$ cat src/rtl/mux_scan_pkg.sv
// rtl/mux_scan_pkg.sv - shared state encoding and counter width for the 74x253 scan controller
package mux_scan_pkg;

  localparam int CNT_W = 4;

  typedef enum logic [1:0] {
    ST_IDLE   = 2'd0,
    ST_SETTLE = 2'd1,
    ST_SAMPLE = 2'd2,
    ST_DONE   = 2'd3
  } state_t;

endpackage

$ cat src/rtl/mux_scan_settle.sv
// rtl/mux_scan_settle.sv - settle down-counter with load, saturating decrement and zero/one flags
module mux_scan_settle
  import mux_scan_pkg::*;
#(
  parameter int unsigned SETTLE = 1
) (
  input  logic clk,
  input  logic reset,
  input  logic load,
  input  logic dec,
  output logic zero,
  output logic one
);

  logic [CNT_W-1:0] count;

  always_ff @(posedge clk) begin
    if (reset)
      count <= '0;
    else if (load)
      count <= CNT_W'(SETTLE);
    else if (dec && count != '0)
      count <= count - 1'b1;
  end

  assign zero = (count == '0);
  assign one  = (count == CNT_W'(1));

endmodule

$ cat src/rtl/mux_scan_ctl.sv
// rtl/mux_scan_ctl.sv - scans a 74x253 pair into an 8-bit word; MUX_SCAN_AUTO_EN enables continuous rescan
module mux_scan_ctl
  import mux_scan_pkg::*;
#(
  parameter int unsigned SETTLE = 1
) (
  input  logic       clk,
  input  logic       reset,
  input  logic       start,
  output logic [1:0] sel,
  output logic       noe1,
  output logic       noe2,
  input  logic       y1,
  input  logic       y2,
  output logic [7:0] data,
  output logic       valid,
  input  logic       ack,
  output logic       busy
);

  state_t     state, state_n;
  logic [1:0] sel_n;
  logic       noe_n;
  logic [7:0] data_n;
  logic       valid_n, busy_n;
  logic       cnt_load, cnt_dec, cnt_zero, cnt_one;

  mux_scan_settle #(.SETTLE(SETTLE)) u_settle (
    .clk   (clk),
    .reset (reset),
    .load  (cnt_load),
    .dec   (cnt_dec),
    .zero  (cnt_zero),
    .one   (cnt_one)
  );

  always_ff @(posedge clk) begin
    if (reset) begin
      state <= ST_IDLE;
      sel   <= 2'd0;
      noe1  <= 1'b1;
      noe2  <= 1'b1;
      data  <= 8'h00;
      valid <= 1'b0;
      busy  <= 1'b0;
    end else begin
      state <= state_n;
      sel   <= sel_n;
      noe1  <= noe_n;
      noe2  <= noe_n;
      data  <= data_n;
      valid <= valid_n;
      busy  <= busy_n;
    end
  end

  always_comb begin
    state_n  = state;
    sel_n    = sel;
    noe_n    = noe1;
    data_n   = data;
    valid_n  = valid;
    busy_n   = busy;
    cnt_load = 1'b0;
    cnt_dec  = 1'b0;
    case (state)
      ST_IDLE: begin
        if (start) begin
          state_n  = ST_SETTLE;
          sel_n    = 2'd0;
          noe_n    = 1'b0;
          busy_n   = 1'b1;
          cnt_load = 1'b1;
        end
      end
      ST_SETTLE: begin
        cnt_dec = 1'b1;
        // the edge that takes the count from 1 to 0 is the last settle edge
        if (cnt_one || cnt_zero)
          state_n = ST_SAMPLE;
      end
      ST_SAMPLE: begin
        // undriven or unknown mux outputs are captured as 0
        data_n[{1'b0, sel}] = (y1 === 1'b1);
        data_n[{1'b1, sel}] = (y2 === 1'b1);
        if (sel != 2'd3) begin
          sel_n    = sel + 2'd1;
          cnt_load = 1'b1;
          state_n  = ST_SETTLE;
        end else begin
          state_n = ST_DONE;
          valid_n = 1'b1;
          noe_n   = 1'b1;
        end
      end
      ST_DONE: begin
        if (ack) begin
          valid_n = 1'b0;
          sel_n   = 2'd0;
`ifdef MUX_SCAN_AUTO_EN
          state_n  = ST_SETTLE;
          noe_n    = 1'b0;
          cnt_load = 1'b1;
`else
          state_n = ST_IDLE;
          busy_n  = 1'b0;
`endif
        end
      end
      default: state_n = ST_IDLE;
    endcase
  end

endmodule

$ cat config.mk
export PLATFORM = sky130hd
export DESIGN_NAME = mux_scan_ctl
export DESIGN_NICKNAME = d
export VERILOG_FILES = /design/src/rtl/mux_scan_pkg.sv /design/src/rtl/mux_scan_settle.sv /design/src/rtl/mux_scan_ctl.sv
export SDC_FILE = /design/constraint.sdc
export NUM_CORES = 1
export LEC_CHECK = 0
export BUFFER_PORTS_ARGS = -buffer_cell sky130_fd_sc_hd__buf_4
export CORE_MARGIN = 2
export CORE_UTILIZATION = 56
export DETAILED_ROUTE_END_ITERATION = 10
export PLACE_DENSITY = 0.82
export SKIP_CTS_REPAIR_TIMING = 1
export SLEW_MARGIN = 30
export SYNTH_ARGS = -nofsm -noshare
export SYNTH_HDL_FRONTEND = slang
export SYNTH_SLANG_ARGS = --single-unit
$ cat constraint.sdc
create_clock -name clk -period 3.14 [get_ports clk]
set_clock_uncertainty 0.15 [all_clocks]
set_input_delay 0.314 -clock clk [delete_from_list [all_inputs] [get_ports clk]]
set_output_delay 0.314 -clock clk [all_outputs]
set_load 0.005 [all_outputs]
---- Word-level counts from Yosys, hierarchy flattened ----
Cells that the tools add are included.
storage, ports and cells
  output and inout bits ................... 14
  word-level logic and storage cells ...... 71
  register bits ........................... 19
  bits of input ports ..................... 6
operators by class
  reductions and logical operators ........ 18
  $add $sub $neg .......................... 2
  magnitude comparators ................... 4
  equal/unequal tests ..................... 12
  mux-type cells .......................... 27
operators by type and width
  cell                 count
  $bwmux 8             2
  $mux 2               6
  $ne 2x2->1 const B   6
  $reduce_and 3->1     4
  $mux 1               11
  $pmux 1 s2           4
  $pmux 2 s4           1
  $reduce_bool 2->1    4
  $pmux 2 s3           1
  $demux 1 s2          2
  $eq 2x2->1 const B   2
  $eq 4x1->1 const B   1
  $logic_not 4->1      1
  $lt 2x4->1 const B   1
  $lt 3x4->1 const B   1
  $reduce_and 4->1     1
  $reduce_bool 4->1    1
  $sub 4x1->4 const B  1
  $ge 3x1->1 const B   1
  $logic_and 1x1->1    3
  $reduce_bool 3->1    1
  $add 2x1->2 const B  1
  $eq 2x1->1 const B   1
  $eqx 1x1->1 const B  2
  other kinds (4)      4

---- Depth between registers and ports, before layout ----
Gate-level depths: netlist of the first run.
  depth in word-level cells ............... 6
  mapped depth ............................ 6
  mapped depth without buffers ............ 6

---- Cells and area by module ----
A second synthesis of the first run with hierarchy kept.
unflattened totals
  cell total of the unflattened synthesis .. 106
  area total of the unflattened synthesis .. 955.9 µm²
by module, submodules not included
  module           area each (µm²)  times used  cells an instance  sequential area each (µm²)
  mux_scan_ctl     716.9            1           79                 300.3
  mux_scan_settle  239.0            1           27                 80.1

---- Worst setup path after synthesis of the first run ----
Ideal clock, no wire load.
  kind .................................... register to register
  from .................................... register u_settle.count[0]
  to ...................................... register state[0]
  arrival time ............................ 1,239 ps
  data required time ...................... 2,919 ps
  slack ................................... 1,681 ps
  setup time .............................. 71 ps
  cell stages (with the launch flop) ...... 7
  buffers on the path ..................... 0
  period minus slack after synthesis ...... 1,459 ps
  cells stage by stage .................... dfxtp_1 inv_1 ha_1 or2_0 a31oi_1 o21ai_0 a21oi_1
on the way
  word-level cells in the longest chain between the ends .. 4
  elaborated cells on any way between the ends .. 5
  those cells by class .................... 2 x eq/ne; 3 x reduce/logical
RTL lines
  what                                           RTL line                                      text
  start, declared                                mux_scan_settle.sv:15                         logic [CNT_W-1:0] count;
  start signal, assigned                         mux_scan_settle.sv:21                         count <= CNT_W'(SETTLE);
  start signal, assigned                         mux_scan_settle.sv:23                         count <= count - 1'b1;
  $eq 4x1->1 or $logic_not 4->1 (tied branches)  mux_scan_settle.sv:27, mux_scan_settle.sv:26
  $logic_or 1x1->1 *                             mux_scan_ctl.sv:79                            if (cnt_one || cnt_zero)
  $ne 2x2->1 (no source line) *                  n/a
  $reduce_and 3->1 (no source line) *            n/a
  end signal, assigned                           mux_scan_ctl.sv:47                            state <= state_n;
  end, declared                                  mux_scan_ctl.sv:21                            state_t state, state_n;
Every way passes the cells marked *; elsewhere a longest branch is shown, timed or not.
A chain may end at the register's enable or synchronous reset.

---- Final worst setup path of the first run ----
  from .................................... register state[1]
  to ...................................... register data[7]
on the way
  word-level cells in the longest chain between the ends .. 1
RTL lines
  what                  RTL line            text
  $eq 2x2->1            mux_scan_ctl.sv:66  case (state)
  end signal, assigned  mux_scan_ctl.sv:51  data <= data_n;
  end, declared         mux_scan_ctl.sv:15  output logic [7:0] data,
No other way between the ends.

==> results of run 1 <==
## worst max path at each step
| stage | start | end | cells past startpoint |
|---|---|---|---|
| finish | state[1]$_SDFFE_PP0P_ | data[7]$_SDFFE_PP0P_ | 4 |
| global route | state[1]$_SDFFE_PP0P_ | data[7]$_SDFFE_PP0P_ | 4 |
| CTS | state[1]$_SDFFE_PP0P_ | data[7]$_SDFFE_PP0P_ | 4 |
| detailed placement | state[1]$_SDFFE_PP0P_ | data[1]$_SDFFE_PP0P_ | 4 |
| global placement | state[1]$_SDFFE_PP0P_ | data[3]$_SDFFE_PP0P_ | 4 |
| floorplan | u_settle.count[0]$_SDFFE_PP0P_ | state[0]$_SDFFE_PP0P_ | 6 |
## worst register-to-register path, delay by kind of cell (launching register included)
| kind | cells | cell delay (ns) |
|---|---|---|
| and+or+nand+nor | 3 | 0.91 |
| DFF | 1 | 0.56 |
| AOI/OAI and AO/OA | 1 | 0.06 |
## flip-flops by register name (all words and copies together), names as in the netlist
register	flops
state	2
sel	2
valid	1
noe2	1
busy	1
u_settle.count	4
data	8
## metrics by stage
step	hold WS (ns)	cell area, um2
floorplan	0.303	937
detailed placement	0.298	1070
global placement	0.293	1070
CTS	0.136	1090
finish	0.147	1090
global route	0.152	1090
## where the power goes
part,switching [uW],leakage (uW),internal (uW)
clock network,69.9,0.0000150,49.4
registers,60.8,0.000155,282
logic,144,0.000270,125
total,275,0.000440,457
## synth_stat cells (2+ instances only)
library cell,n,area (um2)
dfxtp_1,19,380
a21oi_1,16,80.1
nand2_1,16,60.1
nor2_1,12,45.0
inv_1,8,30.0
nand3_1,8,40.0
ha_1,7,87.6
a31oi_1,3,18.8
buf_2,3,15.0
clkbuf_1,3,11.3
mux2i_1,2,20.0
nand2b_1,2,12.5
nor3_1,2,10.0
o21bai_1,2,15.0
## layout make-up
cell class | instances | share of cell area (%)
repair buffers | 19 | 13.1
multi-input cells | 84 | 45.1
well taps | 16 | 1.83
flip-flops and latches | 19 | 34.8
clock buffers | 4 | 2.41
inverters | 8 | 2.75
## routing by layer
layer  wire length [um]  part of all wire [%]  GRT usage (%)  up-vias
li1                   -                     -              -      426
met1                822                    46           24.8      362
met2                839                    47           36.2       17
met3                 84                   4.7           3.60        4
met4                 23                   1.3           8.82        0
met5                  0                     0              0        -
## logic make-up (layout without fill, tap and decap cells)
family	after synthesis	count (layout)	synth area share (%)
compound gates	27	27	17.1
xor+xnor	1	1	0.935
fa+ha+maj	7	7	9.35
buf+inv	15	31	6.81
flops	19	19	40.6
mux	2	2	2.14
simple gates	47	47	23.1
==> reports/summary.json, run 1 <==
{
  "sta": {
    "max_slew_margin_pct": 52.4,
    "max_freq_mhz": 562,
    "final_period_minus_worst_setup_slack_ns": 1.78,
    "final_min_period_over_clock_period_pct": 56.7,
    "finalHoldViolations": 0,
    "tightestPinTransition_ns": 0.713,
    "totalNegativeSetupSlack_ns": 0,
    "fin_ws_ns": 1.36,
    "rsz0062_at_grt": "false",
    "finalSetupViolations": 0,
    "final-max-slew-violation-count": 0
  },
  "min_path": {
    "timing.hold.worst_path_depth": 3,
    "holdPathEnd": "data[0]$_SDFFE_PP0P_",
    "min-delay-path-class": "in -> reg",
    "holdCritStartpoint": "y1"
  },
  "grt": {
    "antenna_found_initial": 0,
    "maximum_number_of_pins_on_one_net_before_global_route_repair": 20,
    "grt_pass1_vias": 720,
    "grt_first_pass_wirelength_mm": 3.06,
    "grt.total_usage_pct": 20.7,
    "global_route.overflow_total": 0
  },
  "placement": {
    "finalWeightedCongestion": 0.776,
    "place.port_buffers": 19,
    "numPlacedInstances": 146,
    "dp_hpwl_mm": 1.36,
    "dpl_worst_slack_ns": 1.39
  },
  "cts": {
    "clkTransAtPathRegs_ns": 0.10,
    "clock-sinks": 19,
    "total_clock_buffers_created_by_cts": 3,
    "buffer_depth_of_the_longest_clock_path": 2,
    "clock_latency_ns": 0.29,
    "htree_levels": 1,
    "root_buffer": "clkbuf_4",
    "cts_tree": "built"
  },
  "synthesis": {
    "synth_top_flop_cell": "dfxtp_1",
    "async_sr_flop_fraction_pct": 0,
    "syn-cell-area_um2": 937,
    "synth_fp_nets": 131,
    "yosys_warnings": 0,
    "post_synth_edffs": 0,
    "postSynthAreaPerCell_um2": 7.94,
    "synth_sequential_area_ratio_pct": 40.6,
    "synth.distinct_cells": 29,
    "synthCells": 118,
    "synth-seq-cells": 19
  },
  "die": {
    "core.rowCount": 14,
    "floorplan.initialDensity_pct": 60.8,
    "width_of_the_die_um": 44.9,
    "num_io_pins": 20,
    "die_area_um2": 2020,
    "core-area_um2": 1540,
    "chipHeight_um": 44.9
  },
  "worst_setup_path": {
    "critical-path-max-stage-delay_ns": 0.64,
    "timing.critical_path.to_type": "flop",
    "depth_of_the_most_critical_reg_to_reg_path": 4,
    "cp_max_fo": 13,
    "arrival_ns": 1.81,
    "crit_path_top_delay_cell": "nor2b_1",
    "critical_path.top_delay_family": "simple AND/OR/NAND/NOR gates",
    "r2r_setup_slk_ns": 1.36,
    "timing.critical_path.cells": "nor2b_1, nand2_1, nand2_1, a21oi_1",
    "path_common_cell": "nand2_1",
    "worst_ep_required_time_ns": 3.17,
    "r2r-start": "state[1]$_SDFFE_PP0P_",
    "timing.rr.end": "data[7]$_SDFFE_PP0P_",
    "critical_path.n_buffers_inverters": 0,
    "worst-setup-path-type": "reg -> reg",
    "critPathLaunchType": "flop"
  },
  "routing": {
    "via_count": 809,
    "drt_first_iter_violations": 7,
    "detail_route.vias_per_cell": 5.39,
    "wire_per_inst_um": 11.8,
    "drtAntennaViolNets": 0,
    "dr.pass1.iters": 3,
    "drc_errors": 0,
    "routed_wl_mm": 1.77
  },
  "finish": {
    "area.sequential_um2": 380,
    "most_used_cells_in_the_layout_excluding_fill_and_tap_cells": "dfxtp_1, buf_4, nand2_1, a21oi_1, nor2_1",
    "area.growth.synth_to_final_pct": 16.6,
    "stdcell_count": 150,
    "final.fill_count": 139,
    "total_area_of_multi_input_combinational_cells_um2": 493,
    "post_route_cells_drive_above_1_share_pct": 18.7,
    "final_nets": 148,
    "antenna_cells_inserted": 0,
    "final_core_utilization_pct": 70.9
  },
  "pwr": {
    "finalPower_uw": 731,
    "power_leakage_uw": 0.000440,
    "vdd_drop_max_mv": 0.522,
    "pwr_density_cell_nw_per_um2": 670
  },
  "status": {
    "status": "finished clean"
  },
  "flow_run": {
    "timing.max_cap.violations": 0
  }
}
Power figures use the tool's default switching activity.
==> run 2, diff against run 1 <==
Settings changed: CORE_UTILIZATION 56 to 52, PLACE_DENSITY 0.82 to 0.77.
Clock period 3.14 ns to 1.86 ns, I/O delays scaled along.
==> reports/summary.json, run 2 (same netlist as run 1, synthesis figures left out) <==
{
  "routing": {
    "drtAntennaViolNets": {"value": 0, "change": "unchanged"},
    "detail_route.vias_per_cell": {"value": 5.14, "change": "-4.6%"},
    "drt_first_iter_violations": {"value": 12, "change": "+5"},
    "routed_wl": {"value": 1.75, "unit": "mm", "change": "-1.4%"},
    "via_count": {"value": 823, "change": "+1.7%"},
    "drc_errors": {"value": 0, "change": "unchanged"},
    "wire_per_inst": {"value": 10.9, "unit": "um", "change": "-7.5%"},
    "dr.pass1.iters": {"value": 4, "change": "+1"}
  },
  "cts": {
    "cts_tree": "built",
    "htree_levels": {"value": 1, "change": "unchanged"},
    "clkTransAtPathRegs": {"value": 0.11, "unit": "ns", "change": "about the same"},
    "total_clock_buffers_created_by_cts": {"value": 3, "change": "unchanged"},
    "root_buffer": "clkbuf_4",
    "clock-sinks": {"value": 19, "change": "unchanged"},
    "buffer_depth_of_the_longest_clock_path": {"value": 2, "change": "unchanged"},
    "clock_latency": {"value": 0.29, "unit": "ns", "change": "about the same"}
  },
  "pwr": {
    "power_leakage": {"value": 0.000448, "unit": "uW", "change": "+1.8%"},
    "vdd_drop_max": {"value": 0.857, "unit": "mV", "change": "+64%"},
    "pwr_density_cell": {"value": 1130, "unit": "nW/um2", "change": "+69%"},
    "finalPower": {"value": 1250, "unit": "uW", "change": "+72%"}
  },
  "worst_setup_path": {
    "crit_path_top_delay_cell": "dfxtp_1",
    "timing.critical_path.cells": "inv_1, ha_1, or2_0, a31oi_1, o21ai_0, a21oi_1",
    "critPathLaunchType": "flop",
    "timing.critical_path.to_type": "flop",
    "arrival": {"value": 1.76, "unit": "ns", "change": "-0.05 ns"},
    "worst-setup-path-type": "reg -> reg",
    "worst_ep_required_time": {"value": 1.95, "unit": "ns", "change": "-1.22 ns"},
    "cp_max_fo": {"value": 4, "change": "-9"},
    "critical-path-max-stage-delay": {"value": 0.39, "unit": "ns", "change": "-0.25 ns"}
  },
  "placement": {
    "place.port_buffers": {"value": 19, "change": "unchanged"},
    "finalWeightedCongestion": {"value": 0.794, "change": "+2.3%"},
    "dp_hpwl": {"value": 1.32, "unit": "mm", "change": "-3.0%"}
  },
  "sta": {
    "final_period_minus_worst_setup_slack": {"value": 1.67, "unit": "ns", "change": "-0.104 ns"},
    "finalHoldViolations": {"value": 0, "change": "unchanged"},
    "final_min_period_over_clock_period": {"value": 90.1, "unit": "%", "change": "+33 points"},
    "max_freq": {"value": 597, "unit": "MHz", "change": "+6.2%"},
    "rsz0062_at_grt": "false",
    "final-max-slew-violation-count": {"value": 0, "change": "unchanged"},
    "finalSetupViolations": {"value": 0, "change": "unchanged"},
    "totalNegativeSetupSlack": {"value": 0, "unit": "ns", "change": "unchanged"},
    "max_slew_margin": {"value": 74.3, "unit": "%", "change": "+22 points"},
    "tightestPinTransition": {"value": 0.384, "unit": "ns", "change": "-0.329 ns"}
  },
  "grt": {
    "global_route.overflow_total": {"value": 0, "change": "unchanged"},
    "met3_track_demand_over_resource_in_global_routing": {"value": 4.71, "unit": "%", "change": "+1.1 points"},
    "grt_util_met2": {"value": 29.4, "unit": "%", "change": "-6.8 points"},
    "grt_pass1_vias": {"value": 721, "change": "+0.14%"},
    "antenna_found_initial": {"value": 0, "change": "unchanged"},
    "busiest_grt_layer": "met2",
    "grt.total_usage": {"value": 18.3, "unit": "%", "change": "-2.4 points"},
    "maximum_number_of_pins_on_one_net_before_global_route_repair": {"value": 20, "change": "unchanged"},
    "grt_first_pass_wirelength": {"value": 2.84, "unit": "mm", "change": "-7.2%"},
    "grtUsageMet1": {"value": 23.3, "unit": "%", "change": "-1.5 points"}
  },
  "finish": {
    "final.fill_count": {"value": 161, "change": "+16%"},
    "reg_top3": "data (8), u_settle.count (4)",
    "registers.top_by_ff_count": "data",
    "most_used_cells_in_the_layout_excluding_fill_and_tap_cells": "buf_4, dfxtp_1, nand2_1, a21oi_1, nor2_1",
    "post_route_cells_drive_above_1_share": {"value": 20.0, "unit": "%", "change": "+1.3 points"},
    "antenna_cells_inserted": {"value": 0, "change": "unchanged"},
    "final_nets": {"value": 149, "change": "+0.68%"},
    "number_of_flip_flops_under_the_largest_register_name": {"value": 8, "change": "unchanged"},
    "layout_commonest_cell": "buf_4",
    "area.growth.synth_to_final_pct": 18.7
  },
  "die": {
    "width_of_the_die": {"value": 46.5, "unit": "um", "change": "+3.4%"},
    "num_io_pins": {"value": 20, "change": "unchanged"},
    "die_area": {"value": 2160, "unit": "um2", "change": "+7.0%"},
    "core.rowCount": {"value": 15, "change": "+1"},
    "floorplan.initialDensity": {"value": 54.9, "unit": "%", "change": "-5.9 points"},
    "core-area": {"value": 1710, "unit": "um2", "change": "+11%"},
    "chipHeight": {"value": 46.5, "unit": "um", "change": "+3.4%"}
  },
  "status": {
    "status": "finished clean"
  },
  "min_path": {
    "min-delay-path-class": "in -> reg"
  },
  "flow_run": {
    "timing.max_cap.violations": {"value": 0, "change": "unchanged"}
  }
}
-- run 2: final cells by class --
cell class              count  area, um2  share of cell area, %
repair buffers             20        150                   13.5
inverters                   8       30.0                   2.70
multi-input cells          84        493                   44.3
well taps                  25       31.3                   2.81
clock inverters             1       5.00                  0.450
flip-flops and latches     19        380                   34.2
clock buffers               3       22.5                   2.02
-- run 2: power breakdown --
group	switching [uW]	internal (uW)
clock	130	79.9
sequential	101	476
combinational	247	221
total	478	777
-- run 2: worst paths after layout --
check / start / end / slack (ns) / cells after the start
max: u_settle.count[0]$_SDFFE_PP0P_ / state[0]$_SDFFE_PP0P_ / 0.19 / 6
min: y1 / data[3]$_SDFFE_PP0P_ / 0.02 / 3
max reg2reg: u_settle.count[0]$_SDFFE_PP0P_ / state[0]$_SDFFE_PP0P_ / 0.19 / 6
min reg2reg: data[3]$_SDFFE_PP0P_ / data[3]$_SDFFE_PP0P_ / 0.31 / 2
-- run 2: routing by layer --
metal	wire length, um	up-vias	part of all wire, %
met5	0	-	0
met4	14	0	0.80
li1	-	432	-
met2	801	16	46
met1	840	373	48
met3	88	2	5.0
-- run 2: metrics by stage --
step | setup slack [ns] | instances | util, % | instance area [um2] | hold WS [ns]
3_3_place_gp | 0.242 | 156 | 63.5 | 1080 | 0.293
2_1_floorplan | 0.401 | 118 | - | 937 | 0.183
6_report | 0.185 | 160 | 65.1 | 1110 | 0.0161
5_1_grt | 0.00596 | 160 | 65.1 | 1110 | 0.00753
4_1_cts | 0.177 | 160 | 65.1 | 1110 | 0.0128
3_5_place_dp | 0.207 | 156 | 63.5 | 1080 | 0.301
-- run 2: critical path, delay by kind of cell (launching register included) --
family                     cells  cell delay (ns)
DFF                            1             0.39
AOI/OAI and AO/OA              3             0.50
buffers and inverters          1             0.09
and+or+nand+nor                1             0.24
adders and majority gates      1             0.25
